### config.mk
export PLATFORM = sky130hd
export DESIGN_NAME = serial_adder
export DESIGN_NICKNAME = d
export VERILOG_FILES = /design/src/rtl/serial_adder.sv
export SDC_FILE = /design/constraint.sdc
export NUM_CORES = 1
export LEC_CHECK = 0
export ABC_CLOCK_PERIOD_IN_PS = 1300
export BUFFER_PORTS_ARGS = -buffer_cell sky130_fd_sc_hd__buf_2
export CORE_MARGIN = 2
export CORE_UTILIZATION = 48
export CTS_CLUSTER_SIZE = 20
export DETAILED_ROUTE_END_ITERATION = 8
export GPL_TIMING_DRIVEN = 1
export PLACE_DENSITY_LB_ADDON = 0.05
export SLEW_MARGIN = 15
export SYNTH_ARGS = -nofsm -noshare
export SYNTH_HDL_FRONTEND = slang
export SYNTH_SLANG_ARGS = --single-unit
### constraint.sdc
create_clock -name clk -period 1.3 [get_ports clk]
set_input_delay 0.065 -clock clk [delete_from_list [all_inputs] [get_ports clk]]
set_output_delay 0.065 -clock clk [all_outputs]
set_load 0.02 [all_outputs]
### src/rtl/serial_adder.sv
// Bit-serial adder: one full-adder cell stepped LSB first, with a carry
// flip-flop closing the loop between cycles.

module serial_adder_fa (
    input  logic a,
    input  logic b,
    input  logic ci,
    output logic s_c,
    output logic co_c
);
    assign s_c  = a ^ b ^ ci;
    assign co_c = (a & b) | (a & ci) | (b & ci);
endmodule

module serial_adder #(
    parameter int unsigned WIDTH = 8,
    parameter int unsigned CNT_W = $clog2(WIDTH + 1)
) (
    input  logic             clk,
    input  logic             rst_n,
    input  logic             start,
    input  logic [WIDTH-1:0] a,
    input  logic [WIDTH-1:0] b,
    input  logic             cin,
    output logic             busy,
    output logic             done,
    output logic [WIDTH-1:0] sum,
    output logic             cout
);
    localparam int unsigned LAST = WIDTH - 1;

    typedef enum logic [1:0] {
        IDLE = 2'd0,
        ADD  = 2'd1,
        DONE = 2'd2
    } state_t;

    state_t             state, state_nxt;
    logic [WIDTH-1:0]   sh_a, sh_b, acc;
    logic               carry;
    logic [CNT_W-1:0]   cnt;
    logic               load_c, step_c, finish_c;
    logic               fa_s_c, fa_co_c;
    logic [WIDTH-1:0]   acc_nxt_c;

    serial_adder_fa u_fa (
        .a    (sh_a[0]),
        .b    (sh_b[0]),
        .ci   (carry),
        .s_c  (fa_s_c),
        .co_c (fa_co_c)
    );

    // New sum bit enters at the MSB so that after WIDTH steps bit 0 holds the LSB
    assign acc_nxt_c = {fa_s_c, acc[WIDTH-1:1]};

    always_ff @(posedge clk or negedge rst_n) begin
        if (!rst_n) begin
            state <= IDLE;
        end else begin
            state <= state_nxt;
        end
    end

    always_comb begin
        state_nxt = state;
        load_c    = 1'b0;
        step_c    = 1'b0;
        finish_c  = 1'b0;
        unique case (state)
            IDLE: begin
                if (start) begin
                    load_c    = 1'b1;
                    state_nxt = ADD;
                end
            end
            ADD: begin
                step_c = 1'b1;
                if (cnt == CNT_W'(LAST)) begin
                    finish_c  = 1'b1;
                    state_nxt = DONE;
                end
            end
            DONE: begin
                // Accepting here gives back-to-back operation
                if (start) begin
                    load_c    = 1'b1;
                    state_nxt = ADD;
                end else begin
                    state_nxt = IDLE;
                end
            end
            default: state_nxt = IDLE;
        endcase
    end

    // Operand shifters, carry, counter and accumulator
    always_ff @(posedge clk or negedge rst_n) begin
        if (!rst_n) begin
            sh_a  <= '0;
            sh_b  <= '0;
            acc   <= '0;
            carry <= 1'b0;
            cnt   <= '0;
        end else if (load_c) begin
            sh_a  <= a;
            sh_b  <= b;
            acc   <= '0;
            carry <= cin;
            cnt   <= '0;
        end else if (step_c) begin
            sh_a  <= {1'b0, sh_a[WIDTH-1:1]};
            sh_b  <= {1'b0, sh_b[WIDTH-1:1]};
            acc   <= acc_nxt_c;
            carry <= fa_co_c;
            cnt   <= cnt + CNT_W'(1);
        end
    end

    // Result and status registers
    always_ff @(posedge clk or negedge rst_n) begin
        if (!rst_n) begin
            sum  <= '0;
            cout <= 1'b0;
            busy <= 1'b0;
            done <= 1'b0;
        end else begin
            busy <= (state_nxt == ADD);
            done <= (state_nxt == DONE);
            if (finish_c) begin
                sum  <= acc_nxt_c;
                cout <= fa_co_c;
            end
        end
    end

endmodule

== Yosys cells after proc, flatten, opt, wreduce, memory -nomap -nowiden ==
Index checks and enable logic that the tools add are counted.
Word-level totals
  bits in registers: 42
  word-level logic and storage cells: 45
  input bits: 20
Cells by class
  muxes and demuxes: 19
  bitwise logic cells: 7
  equal/unequal tests: 5
  $add $sub $neg: 1
  reduce and logical (&&, ||, !) cells: 3
Operators by type and width (number)
  2-to-1 mux 8 bit: 6
  2-to-1 mux 1 bit: 8
  2-to-1 mux 4 bit: 2
  one-hot mux 2 bit (3 select lines): 1
  adder 4 x 1 -> 4 bit (second input constant): 1
  == test 2 x 1 -> 1 bit (second input constant): 2
  == test 2 bit (second input constant): 2
  == test 4 x 3 -> 1 bit (second input constant): 1
  2-to-1 mux 2 bit: 2
  AND 1 bit: 3
  zero test 2 bit: 1
  OR 1 bit: 2
  nonzero test 2 bit: 1
  OR reduction 2 bit: 1
  XOR 1 bit: 2

== Logic depth before layout (Yosys ltp) ==
  depth in word-level cells: 5
  gate-level depth with buffers: 5

== Cells and area by module ==
A second synthesis with hierarchy kept.
Unflattened totals
  cells, all modules: 134
  area total of the unflattened synthesis: 1666.6 µm²
By module, submodules not included
  serial_adder: cells an instance 133, seq. area each 1026.0 µm², times used 1, area each 1646.6 µm²
  serial_adder_fa: cells an instance 1, seq. area each 0.0 µm², times used 1, area each 20.0 µm²

== Least setup slack after synthesis ==
OpenSTA, ideal clock, no wires.
  path kind: register to register
  start: reg state[1]
  end: reg sum[0]
  arrival time: 1.351 ns
  path buffers: 1
  slack: -0.175 ns
  cell stages (with the launch flop): 5
  path through: dfrtp_1 nand2b_1 buf_6 nor3_4 mux2_2
On the way
  word-level cells in the longest chain between the ends: 2
Ends and longest elaborated chain
  start: declaration: RTL line 38  | state_t state, state_nxt;
  start signal: assignment: RTL line 61  | state <= state_nxt;
  == test 2 x 1 -> 1 bit: RTL line 70  | unique case (state)
  2-to-1 mux 1 bit: RTL line 70
  end signal: assignment: RTL line 131  | sum <= acc_nxt_c;
  end: declaration: RTL line 27  | output logic [WIDTH-1:0] sum,
No other way between the ends.
A chain may end at the register's enable or synchronous reset.

== Worst setup path after layout ==
  start: reg cnt[1]
  end: reg sum[0]
On the way
  word-level cells in the longest chain between the ends: 3
Ends and longest elaborated chain
  start: declaration: RTL line 41  | logic [CNT_W-1:0] cnt;
  start signal: assignment: RTL line 116  | cnt <= cnt + CNT_W'(1);
  == test 4 x 3 -> 1 bit: RTL line 79  | if (cnt == CNT_W'(LAST)) begin
  2-to-1 mux 1 bit: RTL line 79
  2-to-1 mux 1 bit: RTL line 70
No other way between the ends.

==> parameters.txt <==
Parameter                              Value

Die
  Die Height    63.1 um
  Number of ports placed on the die boundary    31
  Starting utilization of the core area    50.3%
  Placeable core region    0.00334 mm2
  Row count    21
  Die width    63.1 um
  Die Footprint    0.00399 mm2

Final layout
  Total Nets Final    233
  Final cell utilization of the core    72.9%
  Count of non-filler cells in the finished layout    258
  Growth of design area from synthesis to finish    44.9%
  Ant diodes    0
  Summed area of non-filler cells in the final layout    0.00243 mm2
  Share of final-layout standard cells stronger than drive strength 1    35.8%

Pwr
  Sw Pwr    2.23 mW
  Part of the power in combinational logic    51.5%
  Switch share    37.9%
  Lkg Pwr    1.18 nW
  Total power consumption of the routed design    5.89 mW
  Cell Int Power    3.66 mW
  Portion of total power attributed to sequential cells    37.9%
  Total power per unit cell area    2420 mW/mm2
  VDD IR-drop max    1.12 mV
  Share of total power in the clock network    10.5%

Placement
  Dpl cells    225
  Post-detailed-placement cell area    0.00200 mm2
  Hpwl dp    2360 um
  # port buffers    30
  Weighted congestion at the end of routability-driven global placement    0.736

Worst setup path
  Data required, critical path    1.55 ns
  Startpoint kind of the worst setup timing path    flip-flop
  Max stage delay cell, worst path    dfrtp_1
  Critical path type    reg -> reg
  Worst path buffer plus inverter count    1
  Critical Path Max Stage Delay    0.42 ns
  Cell class contributing the biggest share of worst-path delay    flip-flops
  Worst setup EP type    flip-flop
  Largest fanout on the critical path    8
  Data arrival time of the critical path    1.68 ns
  Cell chain of the critical path    ha_4, nand2_4, nor3_4, buf_12, mux2_4

Clock network
  Number of buffers added by the clock tree synthesis step    5
  CTS Root Cell    clkbuf_4
  CTS H-tree lvls    2
  Number of clock sinks    41
  Worst-Skew Late Latency    0.35 ns
  Clock transition at path regs    0.11 ns
  TritonCTS clock tree    done
  Clk buf depth    2

Global routing
  Number of antenna violations at the first check in global routing    0
  Wire length of the first global-routing pass    6160 um
  Total track usage    19.9%
  Maximum number of pins on one net before global-route repair    27
  Vias in the first global route    1345
  Congestion Overflow GR    0

STA
  Final Hold Violating Endpoints    0
  Total count of max-transition violations in the final report    0
  Shortest period the worst path allows    1.43 ns
  Unrepaired setup endpoints after global routing    yes
  Slew at the pin closest to its max-slew limit    0.430 ns
  Worst-case setup margin in the final layout    -0.130 ns
  Period utilization    110%
  Clock Skew    0.00856 ns
  Maximum clock rate    699 MHz
  Finish-stage setup viols    9
  Worst hold slack after final layout    0.0181 ns
  Slew HR    71.3%

Logic synthesis
  Register bit total from synthesis    41
  Post-synth cell types    24
  Gate Count Post-Synth    143
  Number of nets in the synthesized netlist    165
  Share of synthesized area occupied by flip-flops and latches    61.1%
  Avg Inst Size Synth    11.7 um2
  Mapped cell area    0.00168 mm2
  Number of warnings printed during yosys synthesis    0

Run status
  Outcome    finished with violations
  Violated checks    negative setup slack

Detailed routing
  Post-detailed-route count of antenna-violating nets    0
  TritonRoute pass-1 iters    4
  Drt first-iter violations    85
  Via count of the routed design    1385
  Vias per Instance    5.37
  Number of remaining DRC errors    0
  Sum of routed wire length over all layers    4280 um
  Average wire per standard cell    16.6 um

Worst hold path
  Hold WC Path Type    in -> reg

Run
  Max cap viols    0
==> routing by layer <==
metal	wire (um)	vias to the layer above	track usage [%]
li1	-	641	-
met1	1830	684	25.9
met2	2130	53	33.0
met3	272	7	5.36
met4	40	0	5.28
met5	0	-	0
==> cells by family after synthesis <==
kind of cell             synth area share (%)
flip-flops                               61.1
buffers and inverters                    3.87
adder cells (fa/ha/maj)                  1.94
multiplexers                             7.75
AO/OA/AOI/OAI                            12.5
AND/OR/NAND/NOR                          12.8
==> final cells by class <==
type	instances	area [um2]
Timing Repair Buffer	70	606
Tap cell	46	57.6
Multi-Input combinational cell	88	676
Fill cell	247	903
Sequential cell	41	1030
Inverter	5	18.8
Clock buffer	8	48.8
==> state kept, by name, summed over array words and instances (netlist names) <==
register and flops:
acc 7, cout 1, cnt 4, sum 8
busy 1, done 1, sh_a 8, state 2
carry 1, sh_b 8
==> cell usage in the layout (no fill, tap or decap), drive strengths merged, types with 2 or more instances in the layout <==
master | Yosys | final
a221o | 3 | 3
a22o | 9 | 9
a22oi | 6 | 6
a31oi | 6 | 6
buf | 5 | 51
clkbuf | 4 | 10
dfrtp | 41 | 41
dlygate4sd3 | 0 | 17
inv | 5 | 5
mux2 | 8 | 8
mux2i | 4 | 4
nand2 | 23 | 23
nand2b | 2 | 2
nand3 | 7 | 7
nor2 | 8 | 8
nor3 | 4 | 4
o21ai | 2 | 2
==> stage by stage <==
| stage | setup WS [ns] | setup TNS (ns) |
|---|---|---|
| final | -0.130 | -0.985 |
| after global placement | -0.0578 | -0.421 |
| after global routing | -0.174 | -1.57 |
| after CTS | -0.0905 | -0.649 |
| after detailed placement | -0.104 | -0.785 |
| after floorplan | -0.175 | -1.23 |
==> power by group through the flow <==
stage / clock network, mW / logic, mW / registers, mW
after floorplan: 0 / 1.32 / 2.31
after global placement: 0 / 2.20 / 2.15
after detailed placement: 0 / 2.26 / 2.18
after CTS: 0.620 / 2.38 / 2.17
after global routing: 0.697 / 3.29 / 2.29
final: 0.620 / 3.03 / 2.23
==> worst paths after layout <==
check                           startpoint       to  slack (ns)  depth (start not counted)
max in group asynchronous            rst_n   acc[7]        0.66                          3
worst max register to register      cnt[1]   sum[0]       -0.13                          5
worst max-delay path                cnt[1]   sum[0]       -0.13                          5
min in group asynchronous            rst_n    carry        0.17                          2
worst min-delay path                  a[3]  sh_a[3]        0.02                          3
worst min register to register      sum[3]   sum[3]        0.51                          1
==> cell usage after synthesis <==
cell        n  area [um2]
nand2b_1    2        12.5
nand4_1     1        6.26
nor2b_1     1        6.26
mux2i_1     4        40.0
o2bb2ai_1   1        8.76
nor3_1      3        15.0
buf_6       1        11.3
o21ai_0     2        10.0
nor3_4      1        16.3
fa_1        1        20.0
ha_1        1        12.5
buf_2       4        20.0
nand3_1     7        35.0
dfrtp_1    41        1030
a221o_1     3        30.0
a22oi_1     6        45.0
inv_1       5        18.8
nand2_1    23        86.3
clkbuf_1    4        15.0
and2b_1     1        7.51
mux2_2      8        90.1
a31oi_1     6        37.5
a22o_1      9        78.8
nor2_1      8        30.0
==> timing repair <==
item	4_1_cts	5_1_grt
setup buffers	0	5
setup endpoints to repair	10	23
pin swaps	0	11
gates cloned	0	3
resized for setup	6	22
hold endpoints to repair	57	0
hold buffers	17	0
==> worst reg2reg max path, delay by kind of cell, from the launching register on <==
kind	cells	cell delay (ns)
adders and majority gates	1	0.18
buffers and inverters	1	0.16
DFF	1	0.42
muxes	1	0.30
and+or+nand+nor	2	0.27
(Power assumes the default switching activity.)
